**src/rtl/lif_spike_monitor.sv**
```systemverilog
// Windowed spike-rate monitor for the LIF network spike bus: per-window rate, active-channel mask
// and saturation flag. Define LIF_SPIKE_MON_ISI_EN to add channel-0 inter-spike-interval timing.
module lif_spike_monitor #(
    parameter int unsigned N_CH     = 8,
    parameter int unsigned WIN_LOG2 = 8,
    parameter int unsigned CNT_W    = 8
) (
    input  logic             clk,
    input  logic             rst,
    input  logic             ena,
    input  logic             clr,
    input  logic [N_CH-1:0]  spike_in,
    output logic [CNT_W-1:0] rate_out,
    output logic             rate_valid,
    output logic [N_CH-1:0]  active_ch,
    output logic             sat_flag,
    output logic [15:0]      isi_out,
    output logic             isi_valid
);

    localparam int unsigned PopW = $clog2(N_CH + 1);
    localparam int unsigned SumW = CNT_W + PopW;
    localparam logic [CNT_W-1:0] AccMax = '1;

    function automatic logic [PopW-1:0] popcount(input logic [N_CH-1:0] v);
        logic [PopW-1:0] n;
        n = '0;
        for (int i = 0; i < int'(N_CH); i++) begin
            n = n + PopW'(v[i]);
        end
        return n;
    endfunction

    logic [WIN_LOG2-1:0] win_cnt_q, win_cnt_d;
    logic [CNT_W-1:0]    acc_q, acc_d;
    logic [N_CH-1:0]     seen_q, seen_d;
    logic                sat_q, sat_d;
    logic [CNT_W-1:0]    rate_q, rate_d;
    logic [N_CH-1:0]     active_q, active_d;
    logic                sat_flag_q, sat_flag_d;
    logic                rate_valid_q, rate_valid_d;

    logic [SumW-1:0]  sum;
    logic             ovf;
    logic [CNT_W-1:0] acc_sat;
    logic             win_end;

    always_comb begin
        sum     = SumW'(acc_q) + SumW'(popcount(spike_in));
        ovf     = sum > SumW'(AccMax);
        acc_sat = ovf ? AccMax : sum[CNT_W-1:0];
        win_end = (win_cnt_q == '1);

        win_cnt_d    = win_cnt_q;
        acc_d        = acc_q;
        seen_d       = seen_q;
        sat_d        = sat_q;
        rate_d       = rate_q;
        active_d     = active_q;
        sat_flag_d   = sat_flag_q;
        rate_valid_d = 1'b0;

        // clr restarts the window but keeps the last published results
        if (clr) begin
            win_cnt_d = '0;
            acc_d     = '0;
            seen_d    = '0;
            sat_d     = 1'b0;
        end else if (ena) begin
            win_cnt_d = win_cnt_q + WIN_LOG2'(1);
            if (win_end) begin
                rate_d       = acc_sat;
                active_d     = seen_q | spike_in;
                sat_flag_d   = sat_q | ovf;
                rate_valid_d = 1'b1;
                acc_d        = '0;
                seen_d       = '0;
                sat_d        = 1'b0;
            end else begin
                acc_d  = acc_sat;
                seen_d = seen_q | spike_in;
                sat_d  = sat_q | ovf;
            end
        end
    end

    always_ff @(posedge clk) begin
        if (rst) begin
            win_cnt_q    <= '0;
            acc_q        <= '0;
            seen_q       <= '0;
            sat_q        <= 1'b0;
            rate_q       <= '0;
            active_q     <= '0;
            sat_flag_q   <= 1'b0;
            rate_valid_q <= 1'b0;
        end else begin
            win_cnt_q    <= win_cnt_d;
            acc_q        <= acc_d;
            seen_q       <= seen_d;
            sat_q        <= sat_d;
            rate_q       <= rate_d;
            active_q     <= active_d;
            sat_flag_q   <= sat_flag_d;
            rate_valid_q <= rate_valid_d;
        end
    end

    assign rate_out   = rate_q;
    assign rate_valid = rate_valid_q;
    assign active_ch  = active_q;
    assign sat_flag   = sat_flag_q;

`ifdef LIF_SPIKE_MON_ISI_EN
    typedef enum logic [0:0] {StNoRef, StTiming} isi_state_e;

    isi_state_e  state_q, state_d;
    logic [15:0] isi_cnt_q, isi_cnt_d;
    logic [15:0] isi_out_q, isi_out_d;
    logic        isi_valid_q, isi_valid_d;

    always_comb begin
        state_d     = state_q;
        isi_cnt_d   = isi_cnt_q;
        isi_out_d   = isi_out_q;
        isi_valid_d = 1'b0;
        if (clr) begin
            state_d = StNoRef;
        end else if (ena) begin
            unique case (state_q)
                StNoRef: begin
                    if (spike_in[0]) begin
                        state_d   = StTiming;
                        isi_cnt_d = 16'd1;
                    end
                end
                StTiming: begin
                    if (spike_in[0]) begin
                        isi_out_d   = isi_cnt_q;
                        isi_valid_d = 1'b1;
                        isi_cnt_d   = 16'd1;
                    end else if (isi_cnt_q != 16'hFFFF) begin
                        // sticks at all-ones so an overlong interval reports 16'hFFFF
                        isi_cnt_d = isi_cnt_q + 16'd1;
                    end
                end
                default: state_d = StNoRef;
            endcase
        end
    end

    always_ff @(posedge clk) begin
        if (rst) begin
            state_q     <= StNoRef;
            isi_cnt_q   <= '0;
            isi_out_q   <= '0;
            isi_valid_q <= 1'b0;
        end else begin
            state_q     <= state_d;
            isi_cnt_q   <= isi_cnt_d;
            isi_out_q   <= isi_out_d;
            isi_valid_q <= isi_valid_d;
        end
    end

    assign isi_out   = isi_out_q;
    assign isi_valid = isi_valid_q;
`else
    assign isi_out   = 16'h0;
    assign isi_valid = 1'b0;
`endif

endmodule

```
**config.mk**
```make
export PLATFORM = sky130hd
export DESIGN_NAME = lif_spike_monitor
export DESIGN_NICKNAME = d
export VERILOG_FILES = /design/src/rtl/lif_spike_monitor.sv
export SDC_FILE = /design/constraint.sdc
export NUM_CORES = 1
export LEC_CHECK = 0
export BUFFER_PORTS_ARGS = -buffer_cell sky130_fd_sc_hd__clkbuf_2
export CAP_MARGIN = 10
export CORE_MARGIN = 4
export CORE_UTILIZATION = 23
export CTS_CLUSTER_DIAMETER = 30
export DETAILED_ROUTE_END_ITERATION = 10
export GPL_TIMING_DRIVEN = 0
export SKIP_CTS_REPAIR_TIMING = 1
export SYNTH_ARGS = -nofsm -noshare
export SYNTH_HDL_FRONTEND = slang
export SYNTH_SLANG_ARGS = --single-unit
export TNS_END_PERCENT = 20
```
**constraint.sdc**
```tcl
create_clock -name clk -period 4.1 [get_ports clk]
set_input_delay 0.205 -clock clk [delete_from_list [all_inputs] [get_ports clk]]
set_output_delay 0.205 -clock clk [all_outputs]
set_load 0.02 [all_outputs]
```
Word-level counts from Yosys, hierarchy flattened:

Index checks and enable logic that the tools add are counted.
W data, S select, Z words.

* add/sub/neg operators: 9
* order comparisons: 1
* equality and inequality tests: 1
* multiplexer cells: 5
* bitwise logic cells: 4
* reduce and logical (&&, ||, !) cells: 3

Operators with widths (number)
* $mux W8: 3
* $add A4 B1 Y4: 4
* $add A8 B4 Y9: 1
* $gt A9 B8 Y1 const B: 1
* $add A8 B1 Y8 const B: 1
* $eq A8 B8 Y1 const B: 1
* $or A8 B8 Y8: 1
* $add A3 B1 Y4: 1
* $add A2 B1 Y3: 1
* $reduce_and A3 Y1: 1
* $reduce_or A3 Y1: 1
* $add A1 B1 Y2: 1
* $mux W1: 2
* $not A1 Y1: 2
* $reduce_or A2 Y1: 1
* $or A1 B1 Y1: 1

* register bits after elaboration: 43
* output and inout port bits: 35

Longest topological paths before layout:

* depth in word-level cells: 11
* gate-level depth with buffers: 12
* mapped depth without buffers: 12

Least setup slack after synthesis:

No wires, ideal clock.

* path type: input to register
* start point: in spike_in[0]
* end point: reg acc_q[6]
* setup time: 0.123 ns
* arrival time: 3.159 ns
* path slack: 0.818 ns
* cell stages on the path: 11
* cells stage by stage: fa_1 -> inv_1 -> fa_1 -> fa_1 -> fa_1 -> fa_1 -> nor2b_1 -> o21a_1 -> nand2_1 -> mux2i_1 -> o21ai_0

* longest elaborated chain between the ends: 11

Ends and longest elaborated chain
* from (decl): line 12 `input logic [N_CH-1:0] spike_in,`
* $add A1 B1 Y2 (*): line 29 `n = n + PopW'(v[i]);`
* $add A2 B1 Y3 (*): line 29
* $add A3 B1 Y4 (*): line 29
* $add A4 B1 Y4 (*) (4 in series): line 29
* $add A8 B4 Y9 (*): line 49 `sum = SumW'(acc_q) + SumW'(popcount(spike_in));`
* $gt A9 B8 Y1: line 50 `ovf = sum > SumW'(AccMax);`
* $mux W8 (*): line 51 `acc_sat = ovf ? AccMax : sum[CNT_W-1:0];`
* $mux W8 (*): line 71 `if (win_end) begin`
* to (signal assigned): line 90 `acc_q <= '0;`
* to (signal assigned): line 99 `acc_q <= acc_d;`
* to (decl): line 35 `logic [CNT_W-1:0] acc_q, acc_d;`

Mark *: on every way between the ends. The rest lies on a longest branch, timed or not.
A chain may end at the register's enable or synchronous reset.

Worst setup path after layout:

* start point: in spike_in[0]
* end point: reg acc_q[5]

The elaborated chain is that of the path after synthesis.

==> qor.csv <==
stage;metric;value;unit
status;status;finished, final reports clean;
timing;min_period;3.39;ns
min_path;worst_hold_path_type;in2reg;
setup_path;crit_slowest_cell;fa_1;
routing;drt_wl_total;4.53;mm
setup_path;r2r_slack;0.91;ns
clock_network;clockBufferDepth;2;
routing;wl_per_cell;11.3;um
final_layout;final_core_util;29.0;%
setup_path;path_max_fanout;8;
synthesis;ys.flop_type;dfxtp_1;
floorplan;io_pins;47;
setup_path;timing.critical_path.cells;clkbuf_2, fa_1, inv_1, fa_1, fa_1, fa_1, fa_1, nor2b_1, o211ai_1, o21a_1, o22ai_1;
timing;fin_crit_sh;82.6;%
routing;ant_nets;0;
timing;worst_pin_slew;0.704;ns
global_routing;grtUsageMet2;14.1;%
synthesis;yosysUniqueCellTypes;43;
synthesis;yosys_warnings;0;
power_and_ir_drop;vdd_ir_drop_max;131;uV
power_and_ir_drop;power.density;349;nW/um^2
global_routing;grt.busiest_layer;met2;
global_routing;grt_max_degree;14;
synthesis;synth_top_area_share;40.8;%
clock_network;cts_sinks;43;
synthesis;async_reset_ff_share;0;%
power_and_ir_drop;power_frac_seq;48.1;%
synthesis;synth_area;2110;um^2
final_layout;nets;317;
power_and_ir_drop;clkPwrFrac;33.7;%
synthesis;synth_edf_count;0;
clock_network;cts_buffers;5;
global_routing;antenna_found_initial;0;
floorplan;core-area;8810;um^2
clock_network;root_buffer;clkbuf_8;
placement;place.gp.congestion;0.728;
power_and_ir_drop;p_comb_share;18.2;%
synthesis;avgSynthCellArea;8.75;um^2
timing;rsz0062_at_grt;false;
power_and_ir_drop;p_leak;1.10;nW
timing;fmax;295;MHz
clock_network;cts_tree;done;
floorplan;row_count;34;
floorplan;die_area;10800;um^2
floorplan;die_h;104;um
setup_path;cpMostUsedCell;fa_1;
timing;finalHoldViolCount;0;
power_and_ir_drop;power.switching;247;uW
routing;via_per_inst;4.25;
global_routing;grt_pass1_wl;8.05;mm
synthesis;syn_inst;241;
clock_network;htree_levels;2;
global_routing;grt-ovfl-total;0;
setup_path;critPathCaptureType;flip-flop;
final_layout;antenna_cells;0;
placement;dp_hpwl;3.59;mm
timing;drv_slew;0;
placement;portBuffers;29;
routing;via_count;1708;
timing;tns;0;ns
setup_path;crit_type;in2reg;
power_and_ir_drop;p_total;892;uW
synthesis;ys_ff_latch;43;
synthesis;yosysTopAreaCell;dfxtp_1;
power_and_ir_drop;switching_share;27.7;%
placement;dpl.cell_count;394;
floorplan;start_util;24.0;%
clock_network;path_clk_slew;0.08;ns
synthesis;ys_seq_area_share;40.8;%
timing;setup_viol;0;
global_routing;grtUsageMet3;3.73;%
setup_path;arrival;3.60;ns
floorplan;die_width;104;um
global_routing;grt_pass1_vias;1769;
flow_run;maxCapViolCount;0;
setup_path;critical_path.startpoint_type;primary input;
global_routing;track_usage;8.85;%
setup_path;critPathMaxStageDelay;0.53;ns
power_and_ir_drop;internal_power;645;uW
synthesis;ys_top_cells_by_area;dfxtp_1 (41%), buf_4 (6.4%), nor2_1 (6.2%);
final_layout;area_growth;21.1;%
clock_network;clkLatencyLatePin;0.30;ns
timing;slew_headroom;52.8;%
timing;skew;0.0121;ns
routing;drt_drc_violations_left;0;
final_layout;drive_gt1_share;22.1;%
final_layout;finalNonFillerCells;402;
global_routing;use_met1;11.0;%
routing;first_iter_violations;45;
setup_path;cp.required;4.32;ns
routing;firstDrtPassIters;4;
-- routing by layer --
metal  up-vias  part of all wire [%]
met5         -                     0
met4         0                   1.4
met3         8                   7.3
met2        41                    46
met1       771                    45
li1        888                     -
-- registers in the layout, summed over array words and instances (netlist names) --
register,flops
sat_flag,1
active_ch,8
seen_q,8
rate_out,8
acc_q,8
win_cnt_q,8
sat_q,1
rate_valid,1
-- power groups by stage --
stage / Combinational [mW] / Sequential, mW / Clock, mW
floorplan: 0.124 / 0.437 / 0
global placement: 0.161 / 0.438 / 0
detailed placement: 0.161 / 0.438 / 0
CTS: 0.163 / 0.429 / 0.306
global route: 0.186 / 0.430 / 0.324
finish: 0.163 / 0.429 / 0.300
-- cell type report --
cell class,count,area [um^2]
multi-input combinational,175,1080
clock inverter,1,7.51
tap,108,135
inverter,13,48.8
sequential,43,861
buffer,26,180
fill,937,6250
clock buffer,7,96.3
timing repair buffer,29,145
-- metrics by stage --
step                hold WS, ns  area, um^2  setup slack [ns]
finish                    0.182        2550             0.711
global route              0.197        2550             0.534
CTS                       0.184        2550             0.749
detailed placement        0.457        2450             0.443
global placement          0.449        2450             0.479
floorplan                 0.347        2170             0.818
-- cell usage after synthesis, types with 6 or more instances --
library cell and count:
a21oi_1 15, buf_4 18, dfxtp_1 43, ha_1 7, inv_1 13, nand2_1 14, nor2_1 35, nor3_1 20
o21ai_0 8, xor2_1 6
-- critical path: cells and delay by family --
family,cells,cell delay (ns)
buffers and inverters,2,0.16
AO/OA/AOI/OAI,3,0.72
adder cells (fa/ha/maj),5,2.30
AND/OR/NAND/NOR,1,0.22
-- placed cells by master, fill, tap and decap left out, types with 2 or more instances in the layout --
master    netlist  layout
inv_1          13      13
xor2_1          6       6
nand3_1         2       2
clkbuf_2        0      29
dfxtp_1        43      43
or3_1           2       2
nand2_1        14      14
buf_4          18      18
nor2b_1         4       4
buf_6           2       2
a21oi_1        15      15
clkbuf_1        5       5
fa_1            5       5
ha_1            7       7
o31ai_2         2       2
o21a_1          5       5
conb_1          1      17
and3_2          2       2
or2_2           2       2
mux2i_1         2       2
clkbuf_8        0       7
o21ai_0         8       8
a311oi_1        4       4
o32ai_1         2       2
nor3_1         20      20
nor2_1         35      35
nand3b_1        4       4
-- path summary, 6_finish.rpt --
path | start | endpoint | depth (start not counted)
worst max-delay path | spike_in[0] | acc_q[5] | 11
worst min-delay path | spike_in[2] | seen_q[2] | 3
worst max register to register | acc_q[0] | acc_q[5] | 9
worst min register to register | seen_q[0] | seen_q[0] | 2
-- cell families after synthesis --
group / synth area share (%)
AOI/OAI and AO/OA: 14.2
xor gates and xnor gates: 2.91
adders and majority gates: 8.90
buffers and inverters: 10.9
DFF: 40.8
muxes: 0.949
other: 0.178
and+or+nand+nor: 21.2
Note: power is estimated with default switching activity, not from simulation.
